$ cat config.mk
export PLATFORM = sky130hd
export DESIGN_NAME = wave_shaper
export DESIGN_NICKNAME = d
export VERILOG_FILES = /design/src/rtl/wave_shaper.sv
export SDC_FILE = /design/constraint.sdc
export NUM_CORES = 1
export LEC_CHECK = 0
export ABC_CLOCK_PERIOD_IN_PS = 2670
export BUFFER_PORTS_ARGS = -buffer_cell sky130_fd_sc_hd__buf_2
export CAP_MARGIN = 20
export CORE_ASPECT_RATIO = 0.8
export CORE_UTILIZATION = 25
export CTS_CLUSTER_SIZE = 24
export DETAILED_ROUTE_END_ITERATION = 10
export PLACE_DENSITY = 0.51
export SYNTH_ARGS = -nofsm -noshare
export SYNTH_HDL_FRONTEND = slang
export SYNTH_SLANG_ARGS = --single-unit
$ cat constraint.sdc
create_clock -name clk -period 2.67 [get_ports clk]
set_input_delay 0.534 -clock clk [delete_from_list [all_inputs] [get_ports clk]]
set_output_delay 0.534 -clock clk [all_outputs]
set_load 0.03 [all_outputs]
$ cat src/rtl/wave_shaper.sv
// wave_shaper: one 8-bit oscillator sample per start, from a bit-serial restoring divider.
// Optional triangle waveform is compiled in only when WAVE_SHAPER_TRI_EN is defined.
module wave_shaper #(
    parameter int CNT_W       = 18,
    parameter int OUT_W       = 8,
    parameter int PHASE_SHIFT = 6
) (
    input  logic             clk,
    input  logic             nrst,
    input  logic             start,
    input  logic [CNT_W-1:0] fd,
    input  logic [CNT_W-1:0] count,
    input  logic [1:0]       mode,
    output logic [OUT_W-1:0] signal,
    output logic             done
);
    localparam int DIV_W  = CNT_W + PHASE_SHIFT;
    localparam int STEP_W = $clog2(DIV_W);
    localparam logic [STEP_W-1:0] LAST_STEP = STEP_W'(DIV_W - 1);

    typedef enum logic [1:0] {
        S_IDLE,
        S_DIV,
        S_OUT
    } state_t;

    state_t            r_state;
    state_t            w_state_next;

    logic [CNT_W-1:0]  r_fd;
    logic [CNT_W-1:0]  r_count;
    logic [1:0]        r_mode;
    logic [DIV_W-1:0]  r_quo;
    logic [DIV_W-1:0]  r_rem;
    logic [STEP_W-1:0] r_step;
    logic [OUT_W-1:0]  r_signal;
    logic              r_done;

    logic [DIV_W:0]    w_rem_shift;
    logic [DIV_W:0]    w_divisor;
    logic [DIV_W-1:0]  w_rem_sub;
    logic              w_ge;
    logic              w_fd_zero;
    logic              w_upper;
    logic [OUT_W-1:0]  w_q_sat;
    logic [OUT_W-1:0]  w_tri;
    logic [OUT_W-1:0]  w_sample;

    always_ff @(posedge clk) begin
        if (nrst) begin
            r_state <= S_IDLE;
        end else begin
            r_state <= w_state_next;
        end
    end

    always_comb begin
        w_state_next = r_state;
        case (r_state)
            S_IDLE:  if (start) w_state_next = S_DIV;
            S_DIV:   if (r_step == LAST_STEP) w_state_next = S_OUT;
            S_OUT:   w_state_next = S_IDLE;
            default: w_state_next = S_IDLE;
        endcase
    end

    // Dividend bits stream out of the top of r_quo while quotient bits fill in from the bottom.
    assign w_rem_shift = {r_rem, r_quo[DIV_W-1]};
    assign w_divisor   = (DIV_W + 1)'(r_fd);
    assign w_ge        = (w_rem_shift >= w_divisor);
    assign w_rem_sub   = w_rem_shift[DIV_W-1:0] - w_divisor[DIV_W-1:0];
    assign w_fd_zero   = (r_fd == '0);

    always_ff @(posedge clk) begin
        if (nrst) begin
            r_fd     <= '0;
            r_count  <= '0;
            r_mode   <= '0;
            r_quo    <= '0;
            r_rem    <= '0;
            r_step   <= '0;
            r_signal <= '0;
            r_done   <= 1'b0;
        end else begin
            r_done <= 1'b0;
            case (r_state)
                S_IDLE: begin
                    if (start) begin
                        r_fd    <= fd;
                        r_count <= count;
                        r_mode  <= mode;
                        r_quo   <= {count, {PHASE_SHIFT{1'b0}}};
                        r_rem   <= '0;
                        r_step  <= '0;
                    end
                end
                S_DIV: begin
                    r_step <= r_step + STEP_W'(1);
                    // A zero period skips the arithmetic but still spends the full step count.
                    if (!w_fd_zero) begin
                        r_quo <= {r_quo[DIV_W-2:0], w_ge};
                        r_rem <= w_ge ? w_rem_sub : w_rem_shift[DIV_W-1:0];
                    end
                end
                S_OUT: begin
                    r_signal <= w_sample;
                    r_done   <= 1'b1;
                end
                default: ;
            endcase
        end
    end

    assign w_q_sat = (|r_quo[DIV_W-1:OUT_W]) ? '1 : r_quo[OUT_W-1:0];
    assign w_upper = (r_count > (r_fd >> 1));

`ifdef WAVE_SHAPER_TRI_EN
    logic [OUT_W-1:0] w_q2;
    assign w_q2  = {w_q_sat[OUT_W-2:0], 1'b0};
    assign w_tri = w_upper ? w_q2 : (OUT_W'(1 << (OUT_W - 1)) - w_q2);
`else
    assign w_tri = '0;
`endif

    always_comb begin
        w_sample = '0;
        if (!w_fd_zero) begin
            case (r_mode)
                2'b01:   w_sample = w_upper ? '1 : '0;
                2'b10:   w_sample = w_tri;
                2'b11:   w_sample = w_q_sat;
                default: w_sample = '0;
            endcase
        end
    end

    assign signal = r_signal;
    assign done   = r_done;
endmodule

==> impl_metrics.tcl, run 1 <==
set metrics [dict create \
    n_antenna_cell 0 \
    finish.net_count 891 \
    timing.final.crit_period_ps 2550 \
    finalWirelength_um 16200 \
    layout-drive-gt1-share_pct 19.6 \
    postSynthCellCount 737 \
    clock_tree.buffer_depth 2 \
    grt-ovfl-total 0 \
    fp.dieArea_mm2 0.0230 \
    grt_antenna_before_repair 0 \
    clock-root-buffer "sky130_fd_sc_hd__clkbuf_16" \
    htree_num_levels 3 \
    power_density_mw_per_mm2 1050 \
    global_route_wire_length_before_repair_um 26100 \
    worst-path-max-fanout 7 \
    place_worst_setup_slack_ps 33.1 \
    synth_seq_cells 102 \
    critPathCaptureType "register" \
    core_region_area_mm2 0.0218 \
    worst_setup_path_startpoint "r_fd[16]" \
    synth_edf_count 0 \
    groute.usage.overall_pct 14.5 \
    crit_arrival_ps 2810 \
    power.ir.vdd_worst_uv 941 \
    synth_top_area_share_pct 36.4 \
    fin_skew_ps 9.91 \
    initialDrtViolationCount 345 \
    number_of_global_route_vias_before_repair 4961 \
    timing_max_transition_violations_final 0 \
    globalplace.congestion 0.818 \
    syn2layout_area_growth_pct 23.8 \
    synth_sequential_area_ratio_pct 36.4 \
    routed_wire_length_per_instance_um 14.5 \
    min_from "fd[3]" \
    setup-violations-final 0 \
    timing.hold.worst.class "primary input to register" \
    synth.net_count 815 \
    synth_top_flop_cell "sky130_fd_sc_hd__dfxtp_1" \
    syn_area_per_cell_um2 7.60 \
    kind_of_critical_path "register to register" \
    synth_top_cells_by_area "sky130_fd_sc_hd__dfxtp_1 36%, sky130_fd_sc_hd__nand2_1 11%, sky130_fd_sc_hd__ha_1 8.0%" \
    detail_route.vias_per_cell 4.70 \
    post-synth-top-area-cell "sky130_fd_sc_hd__dfxtp_1" \
    drv_cap 0 \
    yosys_warnings 0 \
    crit_required_ps 2930 \
    cts-buffers-inserted 9 \
    worst_slew_pin_slew_ps 844 \
    max_freq_mhz 393 \
    startpoint_type "register" \
    timing.final.crit_share_pct 95.3 \
    post-route-drc-count 0 \
    die-width_um 169 \
    run_status "complete, no violations" \
    initial_util_pct 25.7 \
    worstSkewPairLatency_ps 360 \
    clkTransAtPathRegs_ps 80 \
    die_h_um 136 \
    cts_num_sinks 102 \
    largest_net_degree_at_the_start_of_global_routing 81 \
    grt_setup_unrepaired "yes" \
    num_vias 5259 \
    fin_util_pct 31.8 \
    asyncSetResetFlopFracSynth_pct 0 \
    cts_tree "done" \
    port_buffer_count 49 \
    synth_cell_type_count 56 \
    slew_headroom_pct 43.8 \
    drt.antenna.violating_nets 0 \
    place.detailed.hpwl_um 12000 \
    post_synth_instance_area_mm2 0.00560 \
    worstReg2RegStart "r_fd[16]" \
    final_hold_viol_count 0 \
    power_leakage_nw 2.78 \
    final_critical_path_setup_slack_ps 124 \
    count_of_standard_cell_rows 48 \
    drt_pass1_iterations 5 \
    top_level_ports 50 \
]
-- area by class of cell --
cell class                 instances  area [um2]
fill                            2379       14900
sequential                       102        2040
multi-input combinational        570        3450
clock buffer                       9         225
clock inverter                     7        56.3
tap                              300         375
timing repair buffer             107         697
inverter                          23        86.3
-- sequential cells by signal, indices dropped and copies added (netlist names) --
signal / cells
done: 1
r_count: 18
r_fd: 18
r_mode: 2
r_quo: 24
r_rem: 24
r_state: 2
r_step: 5
signal: 8
-- stage by stage --
step	hold slack, ps	instance area (um2)	TNS, ps	std cells	total power, mW
floorplan	426	5600	0	737	4.46
global placement	447	6480	0	1100	5.63
detailed placement	449	6480	0	1100	5.60
CTS	405	6760	0	1116	6.91
global route	415	6940	-19.2	1118	7.85
finish	414	6940	0	1118	7.27
-- synthesized netlist by cell type, types with 3 or more instances --
library cell / instances
sky130_fd_sc_hd__nor3_1: 16
sky130_fd_sc_hd__nand2b_1: 8
sky130_fd_sc_hd__or3_1: 4
sky130_fd_sc_hd__inv_1: 23
sky130_fd_sc_hd__clkbuf_1: 32
sky130_fd_sc_hd__nand4b_1: 3
sky130_fd_sc_hd__a311oi_1: 18
sky130_fd_sc_hd__xnor2_1: 8
sky130_fd_sc_hd__nand2_1: 166
sky130_fd_sc_hd__o211ai_1: 4
sky130_fd_sc_hd__a211oi_1: 7
sky130_fd_sc_hd__dfxtp_1: 102
sky130_fd_sc_hd__xor2_1: 9
sky130_fd_sc_hd__o21ba_2: 7
sky130_fd_sc_hd__o21ai_0: 34
sky130_fd_sc_hd__nor2b_1: 9
sky130_fd_sc_hd__a21oi_1: 83
sky130_fd_sc_hd__and3_1: 3
sky130_fd_sc_hd__buf_2: 5
sky130_fd_sc_hd__o21ai_1: 3
sky130_fd_sc_hd__mux2i_1: 5
sky130_fd_sc_hd__a22oi_1: 3
sky130_fd_sc_hd__o21a_1: 4
sky130_fd_sc_hd__ha_1: 36
sky130_fd_sc_hd__nand4_1: 7
sky130_fd_sc_hd__nor2_1: 65
sky130_fd_sc_hd__a21o_1: 8
sky130_fd_sc_hd__nor4_1: 11
sky130_fd_sc_hd__nand3_1: 17
sky130_fd_sc_hd__o31ai_1: 4
-- power breakdown --
group / total (mW) / switching, mW / internal [mW] / leakage [nW]
logic: 4.14 / 2.25 / 1.89 / 1.82
clock network: 1.29 / 0.650 / 0.643 / 0.130
registers: 1.84 / 0.147 / 1.70 / 0.834
total: 7.27 / 3.05 / 4.23 / 2.78
-- cells by family after synthesis --
| logic type | after synthesis | synth area share, % |
|---|---|---|
| AND/OR/NAND/NOR | 322 | 25.6 |
| multiplexers | 6 | 1.09 |
| XOR/XNOR | 17 | 2.66 |
| buffers and inverters | 65 | 4.73 |
| flip-flops | 102 | 36.4 |
| adder cells (fa/ha/maj) | 37 | 8.40 |
| AO/OA/AOI/OAI | 188 | 21.1 |
-- worst max-delay path: stages (launching register included) --
cell and delay (ps):
sky130_fd_sc_hd__dfxtp_1 360, sky130_fd_sc_hd__inv_1 120, sky130_fd_sc_hd__ha_1 330, sky130_fd_sc_hd__a21o_1 170, sky130_fd_sc_hd__a211oi_1 220, sky130_fd_sc_hd__buf_4 160
sky130_fd_sc_hd__nand3b_1 160, sky130_fd_sc_hd__o311ai_1 320, sky130_fd_sc_hd__buf_4 160, sky130_fd_sc_hd__nor3_1 40, sky130_fd_sc_hd__buf_4 190, sky130_fd_sc_hd__o21ba_2 210
-- worst paths after layout --
kind	end	slack, ps	cells after the start
worst max register to register	signal[5]	120	11
worst min register to register	r_fd[12]	460	2
worst min-delay path	r_fd[3]	410	3
worst max-delay path	signal[5]	120	11
-- what timing repair did --
action,4_1_cts,5_1_grt
hold buffers,0,0
setup buffers,0,2
setup endpoints to repair,0,32
gates resized for setup,0,31
-- metal layers --
metal	routed length [um]	up-vias	GRT usage, %
met4	223	0	4.50
met2	6600	75	21.3
met3	532	15	2.50
li1	-	2731	-
met5	0	-	0
met1	8820	2438	21.3
-- cell usage in the layout (no fill, tap or decap), types with 12 or more instances in the layout --
cell	synthesis	layout
sky130_fd_sc_hd__a21oi_1	83	81
sky130_fd_sc_hd__a311oi_1	18	18
sky130_fd_sc_hd__buf_2	5	49
sky130_fd_sc_hd__buf_4	2	56
sky130_fd_sc_hd__dfxtp_1	102	102
sky130_fd_sc_hd__ha_1	36	28
sky130_fd_sc_hd__inv_1	23	23
sky130_fd_sc_hd__nand2_1	166	166
sky130_fd_sc_hd__nand3_1	17	16
sky130_fd_sc_hd__nor2_1	65	65
sky130_fd_sc_hd__nor3_1	16	12
sky130_fd_sc_hd__o21ai_0	34	31
Power figures use the tool's default switching activity.
==> run 2, diff against run 1 <==
--- a/config.mk
+++ b/config.mk
@@ -9,10 +9,11 @@
 export BUFFER_PORTS_ARGS = -buffer_cell sky130_fd_sc_hd__buf_2
 export CAP_MARGIN = 20
 export CORE_ASPECT_RATIO = 0.8
-export CORE_UTILIZATION = 25
+export CORE_UTILIZATION = 51
 export CTS_CLUSTER_SIZE = 24
 export DETAILED_ROUTE_END_ITERATION = 10
-export PLACE_DENSITY = 0.51
+export PLACE_DENSITY = 0.83
+export REMOVE_ABC_BUFFERS = 1
 export SYNTH_ARGS = -nofsm -noshare
 export SYNTH_HDL_FRONTEND = slang
 export SYNTH_SLANG_ARGS = --single-unit
==> impl_metrics.tcl, run 2 (synthesized netlist as in run 1, its figures left out) <==
set metrics [dict create \
    detail_route.vias_per_cell 5.95 \
    n_antenna_cell 0 \
    final_common_cell "sky130_fd_sc_hd__nand2_1" \
    share_of_total_power_in_the_clock_network_pct 20.0 \
    drt.antenna.violating_nets 0 \
    initial_util_pct 53.6 \
    place_worst_setup_slack_ps -178 \
    finalWirelength_um 15500 \
    worst_slew_pin_slew_ps 785 \
    p_int_mw 4.17 \
    worstSkewPairLatency_ps 350 \
    layout-drive-gt1-share_pct 16.5 \
    grt-ovfl-total 0 \
    slew_headroom_pct 47.7 \
    grt_antenna_before_repair 0 \
    cts.hold.buffers_added 0 \
    run_status "complete, no violations" \
    core_region_area_mm2 0.0104 \
    final_critical_path_setup_slack_ps 114 \
    kind_of_critical_path "register to register" \
    number_of_global_route_vias_before_repair 5081 \
    p_sw_share_pct 41.8 \
    mostFrequentLayoutCells "164 x sky130_fd_sc_hd__nand2_1, 102 x sky130_fd_sc_hd__dfxtp_1, 80 x sky130_fd_sc_hd__a21oi_1" \
    power_density_mw_per_mm2 1090 \
    cts_num_sinks 102 \
    placedCellCount 915 \
    crit_path_max_incr_delay_ps 370 \
    setup-violations-final 0 \
    top_level_ports 50 \
    htree_num_levels 3 \
    drv_cap 0 \
    largest_registers "r_quo (24), r_rem (24)" \
    timing_max_transition_violations_final 0 \
    die_h_um 95.8 \
    clock_tree.buffer_depth 2 \
    largest_net_degree_at_the_start_of_global_routing 81 \
    power_switching_mw 3.00 \
    initialDrtViolationCount 597 \
    cts_tree "done" \
    clock-root-buffer "sky130_fd_sc_hd__clkbuf_16" \
    globalplace.congestion 0.933 \
    syn2layout_area_growth_pct 17.2 \
    hold_depth 3 \
    setup-tns-final_ps 0 \
    crit_required_ps 2960 \
    power.ir.vdd_worst_uv 624 \
    global_route_wire_length_before_repair_um 25200 \
    timing.hold.worst.class "primary input to register" \
    groute.usage.overall_pct 27.9 \
    finish.net_count 865 \
    finish.cell_count_without_fillers 932 \
    slowest_stage "sky130_fd_sc_hd__dfxtp_1" \
    routed_wire_length_per_instance_um 16.6 \
    critPathCaptureType "register" \
    port_buffer_count 49 \
    crit_arrival_ps 2840 \
    post-route-drc-count 0 \
    finish.instance_area_mm2 0.00657 \
    worst-path-max-fanout 7 \
    cts-buffers-inserted 9 \
    clkTransAtPathRegs_ps 70 \
    final_hold_viol_count 0 \
    drt_pass1_iterations 5 \
    placedInstanceArea_mm2 0.00609 \
    pwr-share-comb_pct 54.2 \
    fin_skew_ps 9.52 \
    count_of_standard_cell_rows 33 \
    fp.dieArea_mm2 0.0114 \
    grt_setup_unrepaired "yes" \
    num_vias 5542 \
    critical_path_cell_list "inv_1 > ha_1 > nand3_1 > o221ai_1 > a21oi_1 > nor3_1 > o311ai_0 > buf_4 > nor3_4 > o21ba_2" \
    die-width_um 119 \
    worst-r2r-cell-count 10 \
    power_leakage_nw 2.68 \
    timing.final.crit_share_pct 95.7 \
    startpoint_type "register" \
    fin_total_pwr_mw 7.16 \
    max_freq_mhz 391 \
    share_seq_of_total_power_pct 25.8 \
    place.detailed.hpwl_um 11200 \
    timing.final.crit_period_ps 2560 \
]
==> run 2: worst paths after layout <==
kind                  from        end  slack, ps
hold / removal      fd[10]   r_fd[10]        420
setup reg to reg   r_fd[5]  signal[4]        110
hold reg to reg   r_fd[11]   r_fd[11]        460
setup / recovery   r_fd[5]  signal[4]        110
==> run 2: power groups by stage <==
stage          clock network [mW]  registers (mW)  logic, mW
2_1_floorplan                   0            1.86       2.88
3_3_place_gp                    0            1.86       3.45
3_5_place_dp                    0            1.87       3.49
4_1_cts                      1.45            1.83       3.52
5_1_grt                      1.51            1.87       4.22
6_report                     1.44            1.85       3.88
==> run 2: through the flow <==
| step | util (%) | hold slack, ps |
|---|---|---|
| 2_1_floorplan | - | 426 |
| 3_3_place_gp | 58.3 | 440 |
| 3_5_place_dp | 58.3 | 448 |
| 5_1_grt | 62.8 | 420 |
| 6_report | 62.8 | 424 |
| 4_1_cts | 61.5 | 411 |
==> run 2: metal layers <==
layer  vias to the layer above  share of wire, %  routed length (um)  GRT usage (%)
met5                         -                 0                   0              0
met4                         0               1.7                 260           8.44
met3                        30               7.1                1100           5.04
met2                       235                45                7010           44.5
met1                      2600                46                7140           38.6
li1                       2677                 -                   -              -
==> run 2: worst max-delay path: cells and delay by family (launching register included) <==
kind,cells,cell delay (ps)
flip-flops,1,370
AO/OA/AOI/OAI,4,780
adder cells (fa/ha/maj),1,300
buffers and inverters,2,260
AND/OR/NAND/NOR,3,790
==> run 2: final cells by class <==
type | count | area (um2)
Clock inverter | 6 | 92.6
Inverter | 23 | 86.3
Sequential cell | 102 | 2040
Clock buffer | 10 | 229
Tap cell | 140 | 175
Fill cell | 912 | 3880
Multi-Input combinational cell | 570 | 3440
Timing Repair Buffer | 81 | 502
==> run 2: what timing repair did <==
action,4_1_cts,5_1_grt
resized for setup,2,28
endpoints found under the setup margin,8,29
buffers inserted,0,1
pin swaps,0,2
